### config.mk
export PLATFORM = sky130hd
export DESIGN_NAME = seq_multiplier
export DESIGN_NICKNAME = d
export VERILOG_FILES = /design/src/rtl/mult_pkg.sv /design/src/rtl/seq_multiplier.sv
export SDC_FILE = /design/constraint.sdc
export NUM_CORES = 1
export LEC_CHECK = 0
export ABC_AREA = 0
export CORE_MARGIN = 2
export CORE_UTILIZATION = 55
export CTS_CLUSTER_DIAMETER = 40
export DETAILED_ROUTE_END_ITERATION = 10
export PLACE_DENSITY = 0.79
export SETUP_SLACK_MARGIN = 0.2
export SKIP_CTS_REPAIR_TIMING = 1
export SLEW_MARGIN = 0
export SYNTH_ARGS = -nofsm -noshare
export SYNTH_HDL_FRONTEND = slang
export SYNTH_SLANG_ARGS = --single-unit
export TNS_END_PERCENT = 1
### constraint.sdc
create_clock -name clk -period 9.3 [get_ports clk]
set_input_delay 2.79 -clock clk [delete_from_list [all_inputs] [get_ports clk]]
set_output_delay 2.79 -clock clk [all_outputs]
set_load 0.01 [all_outputs]
### src/rtl/mult_pkg.sv
// Definitions shared by the sequential multiplier and the ALU decoder.
// Contains the MULT/MULTU function codes and the multiplier FSM state encoding.
package mult_pkg;

  localparam logic [5:0] MULT  = 6'd24;
  localparam logic [5:0] MULTU = 6'd25;

  typedef enum logic [1:0] {
    IDLE = 2'd0,
    RUN  = 2'd1,
    FIN  = 2'd2
  } mult_state_e;

endpackage

### src/rtl/seq_multiplier.sv
// Iterative shift-add multiplier (signed MULT / unsigned MULTU) with a start/busy/done handshake.
// Optional build macro MULT_EARLY_TERM_EN ends the iteration once the remaining multiplier is zero.
module seq_multiplier
  import mult_pkg::*;
#(
  parameter int WIDTH = 32
) (
  input  logic                 clk,
  input  logic                 reset,
  input  logic                 start,
  input  logic [5:0]           Signal,
  input  logic [WIDTH-1:0]     inputA,
  input  logic [WIDTH-1:0]     inputB,
  output logic [2*WIDTH-1:0]   result,
  output logic                 busy,
  output logic                 done
);

  localparam int CW = $clog2(WIDTH + 1);
  localparam logic [CW-1:0]      COUNT_LAST = CW'(WIDTH);
  localparam logic [CW-1:0]      ONE_C      = {{(CW-1){1'b0}}, 1'b1};
  localparam logic [WIDTH-1:0]   ONE_W      = {{(WIDTH-1){1'b0}}, 1'b1};
  localparam logic [2*WIDTH-1:0] ONE_P      = {{(2*WIDTH-1){1'b0}}, 1'b1};

`ifdef MULT_EARLY_TERM_EN
  localparam bit EARLY_TERM = 1'b1;
`else
  localparam bit EARLY_TERM = 1'b0;
`endif

  mult_state_e        state_q, state_d;
  logic [2*WIDTH-1:0] acc_q, acc_d;
  logic [2*WIDTH-1:0] mcand_q, mcand_d;
  logic [WIDTH-1:0]   mler_q, mler_d;
  logic [CW-1:0]      count_q, count_d;
  logic               neg_q, neg_d;
  logic [2*WIDTH-1:0] result_q, result_d;
  logic               busy_q, busy_d;
  logic               done_q, done_d;

  logic               accept_s;
  logic               is_signed_s;
  logic               fin_s;
  logic [WIDTH-1:0]   mag_a_s;
  logic [WIDTH-1:0]   mag_b_s;

  // In signed mode the most negative operand maps to 2^(WIDTH-1), which still fits WIDTH unsigned bits.
  assign is_signed_s = (Signal == MULT);
  assign accept_s    = start && ((Signal == MULT) || (Signal == MULTU));
  assign mag_a_s     = (is_signed_s && inputA[WIDTH-1]) ? (~inputA + ONE_W) : inputA;
  assign mag_b_s     = (is_signed_s && inputB[WIDTH-1]) ? (~inputB + ONE_W) : inputB;

  // Next-state and datapath update for the IDLE/RUN/FIN sequence.
  always_comb begin
    state_d  = state_q;
    acc_d    = acc_q;
    mcand_d  = mcand_q;
    mler_d   = mler_q;
    count_d  = count_q;
    neg_d    = neg_q;
    result_d = result_q;
    busy_d   = busy_q;
    done_d   = 1'b0;
    fin_s    = 1'b0;

    case (state_q)
      IDLE: begin
        if (accept_s) begin
          state_d = RUN;
          busy_d  = 1'b1;
          acc_d   = '0;
          count_d = '0;
          mcand_d = {{WIDTH{1'b0}}, mag_a_s};
          mler_d  = mag_b_s;
          neg_d   = is_signed_s && (inputA[WIDTH-1] ^ inputB[WIDTH-1]);
        end else begin
          state_d = IDLE;
        end
      end
      RUN: begin
        if (EARLY_TERM && (mler_q == '0)) begin
          fin_s = 1'b1;
        end else begin
          if (mler_q[0]) begin
            acc_d = acc_q + mcand_q;
          end else begin
            acc_d = acc_q;
          end
          mcand_d = mcand_q << 1;
          mler_d  = mler_q >> 1;
          count_d = count_q + ONE_C;
          if ((count_q + ONE_C) == COUNT_LAST) begin
            state_d = FIN;
          end else begin
            state_d = RUN;
          end
        end
      end
      FIN: begin
        fin_s = 1'b1;
      end
      default: begin
        state_d = IDLE;
        busy_d  = 1'b0;
      end
    endcase

    // Writeback applies the sign correction; the accumulator is wide enough that no overflow occurs.
    if (fin_s) begin
      state_d  = IDLE;
      result_d = neg_q ? (~acc_q + ONE_P) : acc_q;
      busy_d   = 1'b0;
      done_d   = 1'b1;
    end else begin
      done_d   = 1'b0;
    end
  end

  // State and datapath registers with synchronous reset.
  always_ff @(posedge clk) begin
    if (reset) begin
      state_q  <= IDLE;
      acc_q    <= '0;
      mcand_q  <= '0;
      mler_q   <= '0;
      count_q  <= '0;
      neg_q    <= 1'b0;
      result_q <= '0;
      busy_q   <= 1'b0;
      done_q   <= 1'b0;
    end else begin
      state_q  <= state_d;
      acc_q    <= acc_d;
      mcand_q  <= mcand_d;
      mler_q   <= mler_d;
      count_q  <= count_d;
      neg_q    <= neg_d;
      result_q <= result_d;
      busy_q   <= busy_d;
      done_q   <= done_d;
    end
  end

  assign result = result_q;
  assign busy   = busy_q;
  assign done   = done_q;

endmodule
==> impl_metrics.csv, run 1 <==
group,metric,value,unit
cells_and_area,syn_to_final_growth,18.41,%
die,num_rows,60,
die,die_w,169.7,um
routing,vias,14609,
routing,wl_per_cell,17.45,um
cells_and_area,layout-drive-gt1-share,0.05524,
grt,grt.total_usage,0.2889,
place,place.gp.congestion,0.9652,
pwr,powerDensity,140.7,mW/mm^2
grt,grt_antenna_before_repair,0,
synth,yosysWarningCount,0,
cts,clock_latency,520,ps
pwr,leakage,6.943,nW
critical_path,worst_ep_required_time,9670,ps
timing,finalSetupViolCount,0,
timing,grt_setup_unrepaired,"false",
cells_and_area,multi_input_area,0.009868,mm^2
routing,drcViolationCount,0,
die,ios,139,
synth,synth_ff_type,"dfxtp_1",
timing,finalSetupTns,0,ps
timing,fin_crit,5470,ps
synth,synth_area,0.01510,mm^2
synth,yosysUniqueCellTypes,82,
cells_and_area,register_area,0.004706,mm^2
routing,wl,42290,um
cts,cts-root-buf,"clkbuf_16",
grt,grt_max_degree,98,
timing,tightest_slew,867.3,ps
critical_path,path_class,"primary input to flop",
grt,grt_pass1_vias,13323,
routing,ant_nets,0,
routing,post_drt_via_cell_ratio,6.029,
cells_and_area,fin_nets,2197,
die,die-area,0.02879,mm^2
critical_path,worst_setup_path_end_kind,"flop",
hold_path,hp-class,"flop to flop",
synth,yosys_register_bits,235,
die,core_area,0.02695,mm^2
grt,overflow,0,
timing,fin_ws,3830,ps
cts,clk_path_buf_depth,3,
cts,numClockSinks,235,
cells_and_area,fillers,2265,
timing,hold_violations,0,
cts,cts-buffers-inserted,37,
synth,synthCells,1980,
cts,cts_tree,"yes",
routing,drt_iter0_drc,1179,
die,die_y,169.7,um
place,dp_hpwl,31120,um
place,place_ws,3302,ps
synth,synth_fp_nets,2124,
timing,fin_worst_skew,22.94,ps
critical_path,critPathMaxFanout,4,
outcome,status,"finished clean",
grt,grt_pass1_wl,68110,um
pwr,finalPower,0.002515,W
critical_path,critPathArrivalTime,5840,ps
timing,fmax,182.8,MHz
synth,synth.avg_cell_area,7.624,um^2
pwr,peakVddDrop,0.0001169,V
synth,async_flop_share,0,
timing,drv_slew,0,
cts,h-tree-depth,2,
place,io_buffers,138,
routing,first_pass_iters,5,
timing,min_period_over_period,0.5882,
timing,slew_headroom,0.4215,
cts,clk_pin_slew,50,ps
synth,synth_seq_area_share,0.3116,
die,start_util,0.5601,
cells_and_area,fin_util,0.6632,
flow_run,maxCapViolCount,0,
critical_path,startpoint_type,"primary input",
cells_and_area,antennaDiodeCount,0,
synth,synth_edf_count,0,
[cells by family after synthesis]
| logic type | share of synthesized area |
|---|---|
| AOI/OAI and AO/OA | 0.2539 |
| xor gates and xnor gates | 0.1033 |
| adders and majority gates | 0.05935 |
| buffers and inverters | 0.03713 |
| DFF | 0.3116 |
| muxes | 0.01923 |
| and+or+nand+nor | 0.2155 |
[synthesized netlist by cell type (4+ instances only)]
| library cell | count | share of area |
|---|---|---|
| ha_1 | 70 | 0.058 |
| nor4_1 | 12 | 0.0050 |
| a21o_1 | 39 | 0.019 |
| o21ai_0 | 111 | 0.037 |
| a221oi_1 | 4 | 0.0023 |
| a22oi_1 | 64 | 0.032 |
| xnor2_1 | 79 | 0.046 |
| and2_1 | 10 | 0.0041 |
| nand2_1 | 299 | 0.074 |
| mux2i_1 | 29 | 0.019 |
| or4_1 | 19 | 0.0094 |
| a211oi_1 | 47 | 0.023 |
| nand4_1 | 21 | 0.0087 |
| buf_1 | 4 | 0.00099 |
| o21bai_1 | 16 | 0.0080 |
| dfxtp_1 | 235 | 0.31 |
| a22o_1 | 4 | 0.0023 |
| inv_1 | 31 | 0.0077 |
| or3_1 | 9 | 0.0037 |
| and3_1 | 9 | 0.0037 |
| clkbuf_1 | 111 | 0.028 |
| o41ai_1 | 7 | 0.0041 |
| nand2b_1 | 14 | 0.0058 |
| o31ai_1 | 29 | 0.014 |
| nor3_1 | 33 | 0.011 |
| a21oi_1 | 177 | 0.059 |
| o21a_1 | 13 | 0.0065 |
| or4_4 | 4 | 0.0030 |
| o211ai_1 | 16 | 0.0080 |
| nor2_1 | 209 | 0.052 |
| nor2b_1 | 15 | 0.0062 |
| nand3_1 | 27 | 0.0090 |
| xor2_1 | 99 | 0.057 |
| a31oi_1 | 7 | 0.0029 |
| o21ai_1 | 37 | 0.012 |
[metal layers]
metal / track usage / wire length, um
met5: 0 / 0
met4: 0.06020 / 657
met3: 0.05667 / 3531
met2: 0.4390 / 17950
met1: 0.4242 / 20140
[state kept, by name (all words and copies together) (netlist names)]
signal,cells
mcand_q,64
done,1
count_q,6
state_q,2
busy,1
result,64
acc_q,64
neg_q,1
mler_q,32
[final timing paths]
kind,depth (start not counted),end,start,slack [ps]
hold reg to reg,2,mler_q[23]$_SDFFE_PP0P_,mler_q[23]$_SDFFE_PP0P_,450
hold / removal,2,mler_q[23]$_SDFFE_PP0P_,mler_q[23]$_SDFFE_PP0P_,450
setup reg to reg,14,acc_q[60]$_SDFFE_PP0P_,acc_q[0]$_SDFFE_PP0P_,5500
setup / recovery,12,mcand_q[27]$_SDFFE_PP0P_,inputA[3],3830
[worst max-delay path, cell delays in order]
cell and delay, ps:
clkdlybuf4s50_1 490, nor4_1 450, nand4b_1 240, or4_1 490, nand2b_1 190, nor4_2 290
nand2_2 150, o41ai_2 270, xor2_1 190, nand2_1 80, o211ai_1 110, a21oi_1 90
[cell usage in the layout, fill, tap and decap left out, types with 21 or more instances in the layout]
| master | netlist | layout |
|---|---|---|
| nand2_1 | 299 | 299 |
| dfxtp_1 | 235 | 234 |
| nor2_1 | 209 | 208 |
| a21oi_1 | 177 | 176 |
| clkdlybuf4s50_1 | 0 | 137 |
| o21ai_0 | 111 | 110 |
| xor2_1 | 99 | 99 |
| xnor2_1 | 79 | 79 |
| ha_1 | 70 | 68 |
| a22oi_1 | 64 | 64 |
| a211oi_1 | 47 | 47 |
| a21o_1 | 39 | 39 |
| clkbuf_16 | 0 | 39 |
| o21ai_1 | 37 | 36 |
| nor3_1 | 33 | 33 |
| inv_1 | 31 | 31 |
| o31ai_1 | 29 | 29 |
| mux2i_1 | 29 | 29 |
| nand3_1 | 27 | 27 |
| nand4_1 | 21 | 21 |
[cell type report]
type,count,share of cell area
Clock buffer,44,0.05733
Timing Repair Buffer,151,0.08281
Inverter,31,0.006510
Sequential cell,235,0.2633
Clock inverter,24,0.01414
Tap cell,341,0.02387
Multi-Input combinational cell,1597,0.5521
[where the power goes]
part | leakage (nW) | internal, W | switching, W
combinational | 4.42 | 0.0000463 | 0.0000584
clock | 0.626 | 0.000885 | 0.000513
sequential | 1.89 | 0.00101 | 0.00000218
total | 6.94 | 0.00194 | 0.000574
[stage by stage]
stage          instance area, um^2  cells  hold slack [ps]
3_5_place_dp                 16600   2355            444.9
3_3_place_gp                 16600   2355            438.9
2_1_floorplan                15100   1980            431.5
5_1_grt                      17870   2423            468.4
4_1_cts                      17870   2423            450.8
6_report                     17870   2423            448.8
(Power assumes the default switching activity.)
==> run 2, diff against run 1 <==
clock period = 5.3 ns   (was 9.3 ns; I/O delays follow)
==> run 2 against run 1 <==
First-iteration DRC count fell by 9.8%. Cell count grew 0.17%. Power up 80%. Sequential cell count stayed put. Via count barely moved. Critical path depth unchanged. Largest cell class unchanged. Largest power group unchanged. Highest routed layer unchanged.
==> impl_metrics.csv, run 2 (same netlist as run 1, synthesis figures left out) <==
group,metric,value,unit
die,ios,139,
die,die_w,169.7,um
critical_path,max_stage_delay,480,ps
pwr,peakVddDrop,0.0002287,V
timing,drv_slew,0,
grt,grt_max_degree,97,
critical_path,startpoint_type,"primary input",
cts,h-tree-depth,2,
grt,grt_pass1_vias,13268,
timing,hold_violations,0,
timing,finalSetupViolCount,0,
critical_path,worst_ep_required_time,5660,ps
cts,clock_latency,520,ps
timing,tightest_slew,884.4,ps
cts,cts-buffers-inserted,38,
die,num_rows,60,
routing,first_pass_iters,5,
critical_path,path_class,"primary input to flop",
cts,cts-root-buf,"clkbuf_16",
flow_run,maxCapViolCount,0,
routing,wl,41410,um
timing,finalSetupTns,0,ps
pwr,powerDensity,252.2,mW/mm^2
cells_and_area,syn_to_final_growth,18.95,%
critical_path,critPathMaxFanout,4,
grt,grt_antenna_before_repair,0,
timing,fin_crit,4208,ps
cells_and_area,antennaDiodeCount,0,
timing,fmax,237.7,MHz
critical_path,cpMaxStageDelayCell,"clkdlybuf4s50_1",
place,place_ws,619.9,ps
die,die_y,169.7,um
outcome,status,"finished clean",
cts,clk_pin_slew,50,ps
timing,whs,450.4,ps
routing,vias,14605,
place,io_buffers,138,
cts,cts_tree,"yes",
routing,drcViolationCount,0,
timing,fin_ws,1093,ps
pwr,leakage,6.976,nW
timing,grt_setup_unrepaired,"false",
cells_and_area,layout_common_cells,"299 x nand2_1, 234 x dfxtp_1, 208 x nor2_1",
routing,post_drt_via_cell_ratio,6.018,
critical_path,crit_chain,"clkdlybuf4s50_1 > nor4_1 > nand4b_1 > or4_1 > nand2b_1 > nor4_2 > nand2_2 > o41ai_2 > xor2_1 > nand2_1 > o211ai_1 > a21oi_1",
critical_path,critPathArrivalTime,4570,ps
grt,grt.total_usage,0.2822,
routing,wl_per_cell,17.06,um
cells_and_area,final_common_cell,"nand2_1",
timing,slew_headroom,0.3952,
cells_and_area,layout-drive-gt1-share,0.05609,
critical_path,worst_setup_path_end_kind,"flop",
routing,ant_nets,0,
timing,min_period_over_period,0.7939,
cts,clk_path_buf_depth,3,
die,core_area,0.02695,mm^2
timing,fin_worst_skew,21.24,ps
die,die-area,0.02879,mm^2
routing,drt_iter0_drc,1063,
die,start_util,0.5601,
hold_path,hp-class,"flop to flop",
cts,numClockSinks,235,
grt,grt_pass1_wl,67300,um
cells_and_area,fin_nets,2201,
grt,overflow,0,
place,place.gp.congestion,0.9692,
place,dp_hpwl,30710,um
## run 2: power by group
group	switching [W]	total, W	internal, W
combinational	0.000103	0.000185	0.0000817
clock	0.000915	0.00257	0.00165
sequential	0.00000369	0.00178	0.00177
## run 2: worst paths after layout
check | startpoint | end | slack (ps) | cells past startpoint
max reg2reg | acc_q[0]$_SDFFE_PP0P_ | acc_q[56]$_SDFFE_PP0P_ | 1570 | 14
min reg2reg | mler_q[26]$_SDFFE_PP0P_ | mler_q[26]$_SDFFE_PP0P_ | 450 | 2
max | inputA[3] | mcand_q[27]$_SDFFE_PP0P_ | 1090 | 12
min | mler_q[26]$_SDFFE_PP0P_ | mler_q[26]$_SDFFE_PP0P_ | 450 | 2
## run 2: metal layers
layer | vias to the layer above | wire length [um] | GRT usage
met3 | 70 | 2898 | 0.04711
met2 | 474 | 17420 | 0.4231
li1 | 7253 | - | -
met5 | - | 0 | 0
met4 | 0 | 789 | 0.06949
met1 | 6808 | 20300 | 0.4203
## run 2: worst max-delay path, delay by kind of cell
kind / cells / cell delay, ps
AND/OR/NAND/NOR: 7 / 1870
XOR/XNOR: 1 / 180
AO/OA/AOI/OAI: 3 / 460
buffers and inverters: 1 / 480
## run 2: area by class of cell
type | instances | area, um^2
inverters | 31 | 116.4
multi-input cells | 1597 | 9868
flip-flops and latches | 235 | 4706
clock buffers | 43 | 979.7
fillers | 2285 | 8995
repair buffers | 154 | 1503
well taps | 341 | 426.7
clock inverters | 26 | 356.6
## run 2: per-stage QoR
step	total power (W)	area, um^2	util	instances
6_report	0.004528	17960	0.6662	2427
3_5_place_dp	0.001996	16620	0.6167	2358
2_1_floorplan	0.001896	15100	-	1980
3_3_place_gp	0.001992	16620	0.6167	2358
5_1_grt	0.004658	17960	0.6662	2427
4_1_cts	0.004554	17960	0.6662	2427
==> run 3, diff against run 2 <==
clock period = 4.35 ns   (was 5.3 ns; I/O delays follow)
==> run 3 against run 2 <==
Combinational power rose by 23%. Critical endpoint unchanged. Sequential share of layout area rose by 0.059 points. Highest routed layer unchanged. Critical path depth did not move. Core utilization fell by 0.15 points.
==> impl_metrics.csv, run 3 (same netlist as run 1, synthesis figures left out) <==
group,metric,value,unit
outcome,status,"finished clean",
critical_path,worst_setup_path_end_kind,"flop",
cells_and_area,fin_nets,2209,
critical_path,path_delay_family,"simple AND/OR/NAND/NOR gates",
timing,fin_ws,440.8,ps
cells_and_area,syn_to_final_growth,18.68,%
pwr,powerDensity,295.4,mW/mm^2
timing,drv_slew,0,
cells_and_area,final_common_cell,"nand2_1",
cells_and_area,fillers,2252,
grt,overflow,0,
cells_and_area,layout_common_cells,"299 x nand2_1, 234 x dfxtp_1, 208 x nor2_1",
critical_path,critPathArrivalTime,4260,ps
timing,fmax,255.8,MHz
pwr,switchingPower,0.001182,W
place,placed_cell_area,0.01670,mm^2
routing,drt_iter0_drc,1164,
routing,post_drt_via_cell_ratio,5.975,
routing,ant_nets,0,
cts,clk_path_buf_depth,3,
pwr,p_int,0.004110,W
routing,wl_met3,2927,um
cts,h-tree-depth,2,
cts,cts-buffers-inserted,35,
critical_path,max_stage_delay,480,ps
place,place_ws,-38.02,ps
grt,grt.total_usage,0.2830,
die,core_area,0.02695,mm^2
die,die_w,169.7,um
cells_and_area,finalNonFillerCells,2432,
timing,grt_setup_unrepaired,"false",
hold_path,hp-class,"flop to flop",
cts,clk_pin_slew,60,ps
routing,top_layer,"met4",
pwr,leakage,6.964,nW
routing,wl_per_cell,16.90,um
cts,cts-root-buf,"clkbuf_16",
cells_and_area,antennaDiodeCount,0,
critical_path,crit_chain,"clkdlybuf4s50_1 > nor4_1 > nand4b_1 > or4_1 > nand2b_1 > nor4_2 > nand2_2 > o41ai_2 > xor2_1 > nand2_1 > o211ai_1 > a21oi_1",
critical_path,path_class,"primary input to flop",
timing,finalSetupViolCount,0,
timing,fin_worst_skew,19.05,ps
routing,vias,14531,
grt,grt_antenna_before_repair,0,
cts,numClockSinks,235,
critical_path,worst_ep_required_time,4700,ps
pwr,peakVddDrop,0.0002693,V
pwr,swShare,0.2234,
pwr,power.share.clock,0.548,
die,start_util,0.5601,
die,ios,139,
grt,grt_max_degree,97,
place,io_buffers,138,
cells_and_area,final_area,0.01792,mm^2
routing,wl_met2,17530,um
timing,hold_violations,0,
critical_path,cpMaxStageDelayCell,"or4_1",
die,die-area,0.02879,mm^2
timing,slew_headroom,0.3821,
critical_path,critPathMaxFanout,4,
pwr,pwr-share-comb,0.043,
routing,drcViolationCount,0,
critical_path,worst-path-buf-inv,1,
place,place_inst,2369,
flow_run,maxCapViolCount,0,
place,place.gp.congestion,0.9854,
die,die_y,169.7,um
pwr,pwr-share-seq,0.409,
routing,first_pass_iters,5,
routing,wl,41100,um
grt,grt_pass1_vias,13518,
timing,whs,451.4,ps
pwr,finalPower,0.005292,W
place,dp_hpwl,30710,um
routing,routedLengthMet1,19830,um
critical_path,startpoint_type,"primary input",
grt,grt_pass1_wl,67300,um
cts,cts_tree,"yes",
timing,min_period_over_period,0.8987,
timing,fin_crit,3909,ps
cells_and_area,layout-drive-gt1-share,0.05882,
cts,clock_latency,520,ps
die,num_rows,60,
timing,tightest_slew,926.9,ps
run 3: cell types whose count changed in the layout (fill, tap and decap cells not counted):
cell        previous run  this run
buf_4                 16        27
bufinv_16              6         5
clkbuf_1               4         3
clkbuf_16             38        35
clkbuf_8               1         3
clkinv_2               4         3
clkinv_4               4         3
clkinv_8               2         0
clkinvlp_4             3         6
inv_6                  5         3
run 3: area by class of cell:
type                            count  area, um^2  area share
Clock inverter                     22       285.3     0.01592
Multi-Input combinational cell   1597        9868      0.5508
Inverter                           31       116.4    0.006495
Clock buffer                       41       928.4     0.05182
Timing Repair Buffer              165        1585     0.08848
Tap cell                          341       426.7     0.02381
Sequential cell                   235        4706      0.2627
run 3: path summary, 6_finish.rpt:
path / startpoint / end / slack [ps] / cells after the start
max: inputA[5] / mcand_q[27]$_SDFFE_PP0P_ / 440 / 12
min: mler_q[27]$_SDFFE_PP0P_ / mler_q[27]$_SDFFE_PP0P_ / 450 / 2
max reg2reg: acc_q[0]$_SDFFE_PP0P_ / acc_q[60]$_SDFFE_PP0P_ / 630 / 14
min reg2reg: mler_q[27]$_SDFFE_PP0P_ / mler_q[27]$_SDFFE_PP0P_ / 450 / 2
run 3: power groups by stage:
| stage | registers [W] | logic (W) | clock network (W) |
|---|---|---|---|
| floorplan | 0.00221 | 0.000104 | 0 |
| global placement | 0.00221 | 0.000222 | 0 |
| detailed placement | 0.00221 | 0.000226 | 0 |
| CTS | 0.00216 | 0.000226 | 0.00294 |
| global route | 0.00216 | 0.000248 | 0.00302 |
| finish | 0.00216 | 0.000227 | 0.00290 |
run 3: routing by layer:
layer / GRT usage / vias up
li1: - / 7268
met1: 0.4118 / 6681
met2: 0.4339 / 516
met3: 0.04384 / 66
met4: 0.07878 / 0
met5: 0 / -
run 3: worst min-delay path, delay by kind of cell, from the launching register on:
kind / cells / cell delay [ps]
flip-flops: 1 / 310
AND/OR/NAND/NOR: 1 / 50
AO/OA/AOI/OAI: 1 / 50
run 3: through the flow:
stage	util	setup TNS, ps
finish	0.6648	0
global route	0.6648	0
CTS	0.6648	0
detailed placement	0.6197	-47.16
global placement	0.6197	0
floorplan	-	0
